**config.mk**
```make
export PLATFORM = sky130hd
export DESIGN_NAME = g3f_phase_mon
export DESIGN_NICKNAME = d
export VERILOG_FILES = /design/src/rtl/g3f_phase_mon.sv
export SDC_FILE = /design/constraint.sdc
export NUM_CORES = 1
export LEC_CHECK = 0
export ABC_AREA = 1
export CAP_MARGIN = 30
export CORE_MARGIN = 5
export CORE_UTILIZATION = 63
export CTS_CLUSTER_SIZE = 30
export DETAILED_ROUTE_END_ITERATION = 8
export DONT_BUFFER_PORTS = 1
export GPL_ROUTABILITY_DRIVEN = 0
export GPL_TIMING_DRIVEN = 0
export HOLD_SLACK_MARGIN = 0.06
export PLACE_DENSITY = 0.79
export RECOVER_POWER = 100
export SLEW_MARGIN = 20
export SYNTH_ARGS = -nofsm -noshare
export SYNTH_HDL_FRONTEND = slang
export SYNTH_SLANG_ARGS = --single-unit
```
**constraint.sdc**
```tcl
create_clock -name clk -period 1.93 [get_ports clk]
set_input_delay 0.2895 -clock clk [delete_from_list [all_inputs] [get_ports clk]]
set_output_delay 0.2895 -clock clk [all_outputs]
set_load 0.05 [all_outputs]
```
**src/rtl/g3f_phase_mon.sv**
```systemverilog
// g3f_phase_mon: monitors the phase order of the three g3f phase inputs.
//
// Each phase input passes through a 2-flop synchronizer and a 1-flop edge register, so a
// rising edge is acted on at the 3rd clk edge after the input rises. A small FSM tracks the
// order of the edges. It locks to forward (A->B->C) or reverse (A->C->B) order after LOCK_N
// consecutive in-order edges. It flags repeated or simultaneous edges as glitches. A
// watchdog declares loss after TMO_CYC cycles without any phase edge.
//
// Optional feature: define G3F_MON_PERIOD_EN to measure the qa period in clk cycles. Without
// the macro, period and period_vld are tied to zero.
//
// Ports:
//   clk        - sole clock, rising edge
//   rst        - synchronous active-high reset
//   en         - monitor enable; low holds all state at reset values
//   qa/qb/qc   - asynchronous phase inputs
//   seq_fwd    - locked to forward order
//   seq_rev    - locked to reverse order
//   loss       - no phase edge for TMO_CYC cycles
//   glitch     - one-cycle pulse on a repeated or simultaneous edge
//   period     - clk cycles between the last two qa edges (macro only, else 0)
//   period_vld - one-cycle pulse when period updates (macro only, else 0)
module g3f_phase_mon #(
    parameter int unsigned TMO_CYC = 1024,
    parameter int unsigned LOCK_N  = 3
) (
    input  logic        clk,
    input  logic        rst,
    input  logic        en,
    input  logic        qa,
    input  logic        qb,
    input  logic        qc,
    output logic        seq_fwd,
    output logic        seq_rev,
    output logic        loss,
    output logic        glitch,
    output logic [15:0] period,
    output logic        period_vld
);

    typedef enum logic [2:0] {StIdle, StTrackFwd, StTrackRev, StLockFwd, StLockRev} state_e;
    typedef enum logic [1:0] {PhNone, PhA, PhB, PhC} phase_e;

    function automatic phase_e fwd_of(input phase_e p);
        case (p)
            PhA:     return PhB;
            PhB:     return PhC;
            PhC:     return PhA;
            default: return PhNone;
        endcase
    endfunction

    function automatic phase_e rev_of(input phase_e p);
        case (p)
            PhA:     return PhC;
            PhC:     return PhB;
            PhB:     return PhA;
            default: return PhNone;
        endcase
    endfunction

    logic [2:0]  sync1_q, sync2_q, edge_q;
    logic [2:0]  rise;
    state_e      state_q, state_d;
    phase_e      last_q, last_d, rise_ph;
    logic [3:0]  run_q, run_d;
    logic [15:0] wd_q, wd_d;
    logic        loss_q, loss_d, glitch_q, glitch_d;
    logic        single, multi, bad_ev, loss_hit;

    assign rise     = sync2_q & ~edge_q;
    assign multi    = (rise[0] & rise[1]) | (rise[0] & rise[2]) | (rise[1] & rise[2]);
    assign single   = (rise != 3'b000) & ~multi;
    // A repeated phase counts as illegal as well as simultaneous phases.
    assign bad_ev   = multi | (single & (rise_ph == last_q));
    assign wd_d     = (rise != 3'b000) ? 16'd0 :
                      (wd_q == 16'(TMO_CYC)) ? wd_q : wd_q + 16'd1;
    assign loss_hit = (wd_d == 16'(TMO_CYC));

    always_comb begin
        rise_ph = PhNone;
        case (rise)
            3'b001:  rise_ph = PhA;
            3'b010:  rise_ph = PhB;
            3'b100:  rise_ph = PhC;
            default: rise_ph = PhNone;
        endcase
    end

    // State register.
    always_ff @(posedge clk) begin
        if (rst || !en) begin
            sync1_q  <= '0;
            sync2_q  <= '0;
            edge_q   <= '0;
            state_q  <= StIdle;
            last_q   <= PhNone;
            run_q    <= '0;
            wd_q     <= '0;
            loss_q   <= 1'b0;
            glitch_q <= 1'b0;
        end else begin
            sync1_q  <= {qc, qb, qa};
            sync2_q  <= sync1_q;
            edge_q   <= sync2_q;
            state_q  <= state_d;
            last_q   <= last_d;
            run_q    <= run_d;
            wd_q     <= wd_d;
            loss_q   <= loss_d;
            glitch_q <= glitch_d;
        end
    end

    // Next-state logic.
    always_comb begin
        state_d  = state_q;
        last_d   = last_q;
        run_d    = run_q;
        loss_d   = loss_q;
        glitch_d = 1'b0;
        if (bad_ev) begin
            glitch_d = 1'b1;
            state_d  = StIdle;
            last_d   = PhNone;
            run_d    = '0;
        end else if (single) begin
            loss_d = 1'b0;
            last_d = rise_ph;
            if (last_q == PhNone) begin
                state_d = StIdle;
                run_d   = '0;
            end else if (rise_ph == fwd_of(last_q)) begin
                if (state_q == StTrackFwd || state_q == StLockFwd) begin
                    run_d = (run_q == 4'd15) ? run_q : run_q + 4'd1;
                    if (state_q == StTrackFwd && run_d >= 4'(LOCK_N)) state_d = StLockFwd;
                end else begin
                    state_d = StTrackFwd;
                    run_d   = 4'd1;
                end
            end else if (rise_ph == rev_of(last_q)) begin
                if (state_q == StTrackRev || state_q == StLockRev) begin
                    run_d = (run_q == 4'd15) ? run_q : run_q + 4'd1;
                    if (state_q == StTrackRev && run_d >= 4'(LOCK_N)) state_d = StLockRev;
                end else begin
                    state_d = StTrackRev;
                    run_d   = 4'd1;
                end
            end
        end
        if (loss_hit) begin
            loss_d  = 1'b1;
            state_d = StIdle;
            last_d  = PhNone;
            run_d   = '0;
        end
    end

    // Outputs.
    always_comb begin
        seq_fwd = (state_q == StLockFwd);
        seq_rev = (state_q == StLockRev);
        loss    = loss_q;
        glitch  = glitch_q;
    end

`ifdef G3F_MON_PERIOD_EN
    logic [15:0] per_cnt_q, per_cnt_d, period_q, period_d;
    logic        per_ref_q, per_ref_d, per_vld_q, per_vld_d;

    always_ff @(posedge clk) begin
        if (rst || !en) begin
            per_cnt_q <= '0;
            period_q  <= '0;
            per_ref_q <= 1'b0;
            per_vld_q <= 1'b0;
        end else begin
            per_cnt_q <= per_cnt_d;
            period_q  <= period_d;
            per_ref_q <= per_ref_d;
            per_vld_q <= per_vld_d;
        end
    end

    // per_ref_q marks that a valid reference qa edge exists to measure from.
    always_comb begin
        per_cnt_d = (per_cnt_q == 16'hFFFF) ? per_cnt_q : per_cnt_q + 16'd1;
        period_d  = period_q;
        per_ref_d = per_ref_q;
        per_vld_d = 1'b0;
        if (bad_ev) begin
            per_ref_d = 1'b0;
        end else if (single && rise[0]) begin
            per_cnt_d = 16'd1;
            per_ref_d = 1'b1;
            if (per_ref_q) begin
                period_d  = per_cnt_q;
                per_vld_d = 1'b1;
            end
        end
        if (loss_hit) per_ref_d = 1'b0;
    end

    assign period     = period_q;
    assign period_vld = per_vld_q;
`else
    assign period     = 16'd0;
    assign period_vld = 1'b0;
`endif

endmodule

```
==> reports/qor.csv <==
metric;value;unit
status;completed;
coreArea;3716;um2
area_growth;12.72;%
yosysWarnings;0;
grt_pass1_wl;8.473;mm
powerDensity;549.3;nW/um2
clock_sinks;36;
peakVddDrop;0.0005275;V
synth_compound_area_share;5.900;%
clock.fmax;559.6;MHz
synth-edff-count;0;
cpPeakStageDelay;0.43;ns
worst_ep_required_time;1.64;ns
power.total;1.510;mW
path_cells;inv_1, nor2_1, inv_1, nor2_4;
cts_tree;done;
synth_top_family_by_area;simple AND/OR/NAND/NOR gates;
holdWs;0.1154;ns
placedCellCount;449;
grt_usage;19.97;%
htreeDepth;2;
cp-start-kind;flop;
final_nets;424;
hold_buffers;0;
crit_top_cell;inv_1;
synth-adder-area-share;4.105;%
dpl-instance-area;2564;um2
hold_violations;0;
drcViolationCount;0;
yosysTopAreaCellShare;29.55;%
post-dp-hpwl;3.692;mm
diodes;0;
setup_viol;0;
grt_max_degree;12;
drtPass1Iterations;4;
syn_inst;385;
synth_simple_gate_area_share;44.79;%
viasPerCell;5.011;
wire_per_inst;10.75;um
cap_violations;0;
routed_wl;4.932;mm
synth_seq_cells;36;
die-area;5215;um2
ys_types;26;
hold_class;primary input to flop;
end_kind;primary output;
vias;2300;
cts.path.max_buffers;2;
overflow;0;
design_area;2749;um2
path_max_fanout;5;
fp.dieW;72.22;um
floorplan.rows;22;
drt_iter0_markers;209;
synth-async-reset-ratio;0;%
synth_area_leaders;dfxtp_1 30%, nand2_1 15%, nor2_1 10%, nand3_1 8.8%, inv_1 6.8%;
critPathKind;flop to primary output;
fin_crit_sh;92.58;%
drive_above_1_share;19.95;%
leakagePower;1.201;nW
relSlewSlack;62.30;%
io_pins;27;
cp_slowest_cell;dfxtp_1;
drv_slew;0;
die_y;72.22;um
synthMuxAreaShare;0;%
initial_core_util;65.62;%
antenna_found_initial;0;
synth-xor-area-share;1.796;%
portBuffers;0;
crit_arrival;1.50;ns
netlist_area;2439;um2
cts_made_buffers;5;
ys_seq_area_share;29.55;%
synth_area_leader_cell;dfxtp_1;
first_global_vias;2045;
clk_latency;0.28;ns
synth_flop_cell;dfxtp_1;
skew;0.006054;ns
min_period;1.787;ns
final_cells;459;
worstMarginPinSlew;0.5637;ns
syn_area_per_cell;6.334;um2
cts.clk_slew.worst_paths;0.07;ns
final_util;73.97;%
cts_root_buf;clkbuf_8;
ant_nets;0;
## sequential cells by signal, summed over array words and instances (netlist names), 2 cells and up
register,count
sync2_q,3
run_q,4
edge_q,3
state_q,3
wd_q,16
last_q,2
sync1_q,3
## through the flow
step	setup TNS, ns	setup slack, ns
2_1_floorplan	0	0.1511
5_1_grt	-0.1714	-0.03382
6_report	0	0.1432
4_1_cts	0	0.01161
3_3_place_gp	-0.001913	-0.001913
3_5_place_dp	-0.03018	-0.01280
## cells by family (layout without fill, tap and decap cells)
family | Yosys count | count (layout)
AOI/OAI and AO/OA | 24 | 24
adders and majority gates | 8 | 8
other | 1 | 17
buffers and inverters | 71 | 80
xor gates and xnor gates | 5 | 5
DFF | 36 | 36
and+or+nand+nor | 240 | 241
## layer usage
layer / global-route usage (%) / routed length (um)
met1: 25.91 / 2248
met2: 33.06 / 2319
met3: 5.125 / 338
met4: 4.802 / 25
met5: 0 / 0
## power breakdown
| part | leakage [nW] | switching, mW | internal [mW] | total [mW] |
|---|---|---|---|---|
| Clock | 0.0510 | 0.257 | 0.285 | 0.541 |
| Sequential | 0.295 | 0.00759 | 0.749 | 0.756 |
| Combinational | 0.855 | 0.154 | 0.0580 | 0.212 |
## path summary, 6_finish.rpt
path	from	endpoint	slack, ns	cells past startpoint
max	state_q[0]	seq_fwd	0.14	4
min	qb	sync1_q[1]	0.12	2
min reg2reg	sync1_q[0]	sync2_q[0]	0.41	2
max reg2reg	wd_q[0]	run_q[1]	0.16	13
## cells in the mapped netlist (2+ instances only)
cell type	number
a21oi_1	8
a21oi_2	5
buf_4	18
clkbuf_1	2
dfxtp_1	36
ha_1	8
inv_1	44
inv_2	7
nand2_1	95
nand2_2	8
nand2_4	4
nand3_1	43
nand3b_1	3
nand4_1	6
nor2_1	65
nor2_2	3
nor2_4	5
nor3_1	6
o21ai_0	5
o21ai_1	4
xor2_1	5
## layout make-up
cell class	instances	area [um2]
Sequential cell	36	733.2
Clock inverter	2	10.01
Fill cell	348	967.2
Multi-Input combinational cell	295	1521
Clock buffer	6	82.58
Tap cell	48	60.06
Buffer	20	142.6
Inverter	51	191.4
Timing Repair Buffer	1	7.507
## cell usage in the layout, fill, tap and decap left out, drive strengths merged, types with 2 or more instances in the layout
cell,count
inv,51
clkinv,2
nor2,73
o21ai,9
ha,8
nand2,108
a21oi,13
dfxtp,36
nand4,6
nand3b,3
nor3,6
buf,19
conb,17
nand3,44
xor2,5
clkbuf,8
## worst max-delay path: cells and delay by family, from the launching register on
kind / cells / cell delay (ns)
AND/OR/NAND/NOR: 2 / 0.58
flip-flops: 1 / 0.43
buffers and inverters: 2 / 0.22
## repair_timing
| item | 4_1_cts | 5_1_grt |
|---|---|---|
| endpoints found under the setup margin | 8 | 11 |
| pin swaps | 0 | 2 |
| gates resized for setup | 3 | 24 |
| buffers inserted | 0 | 1 |
| gates cloned | 0 | 1 |
Power figures use the tool's default switching activity.
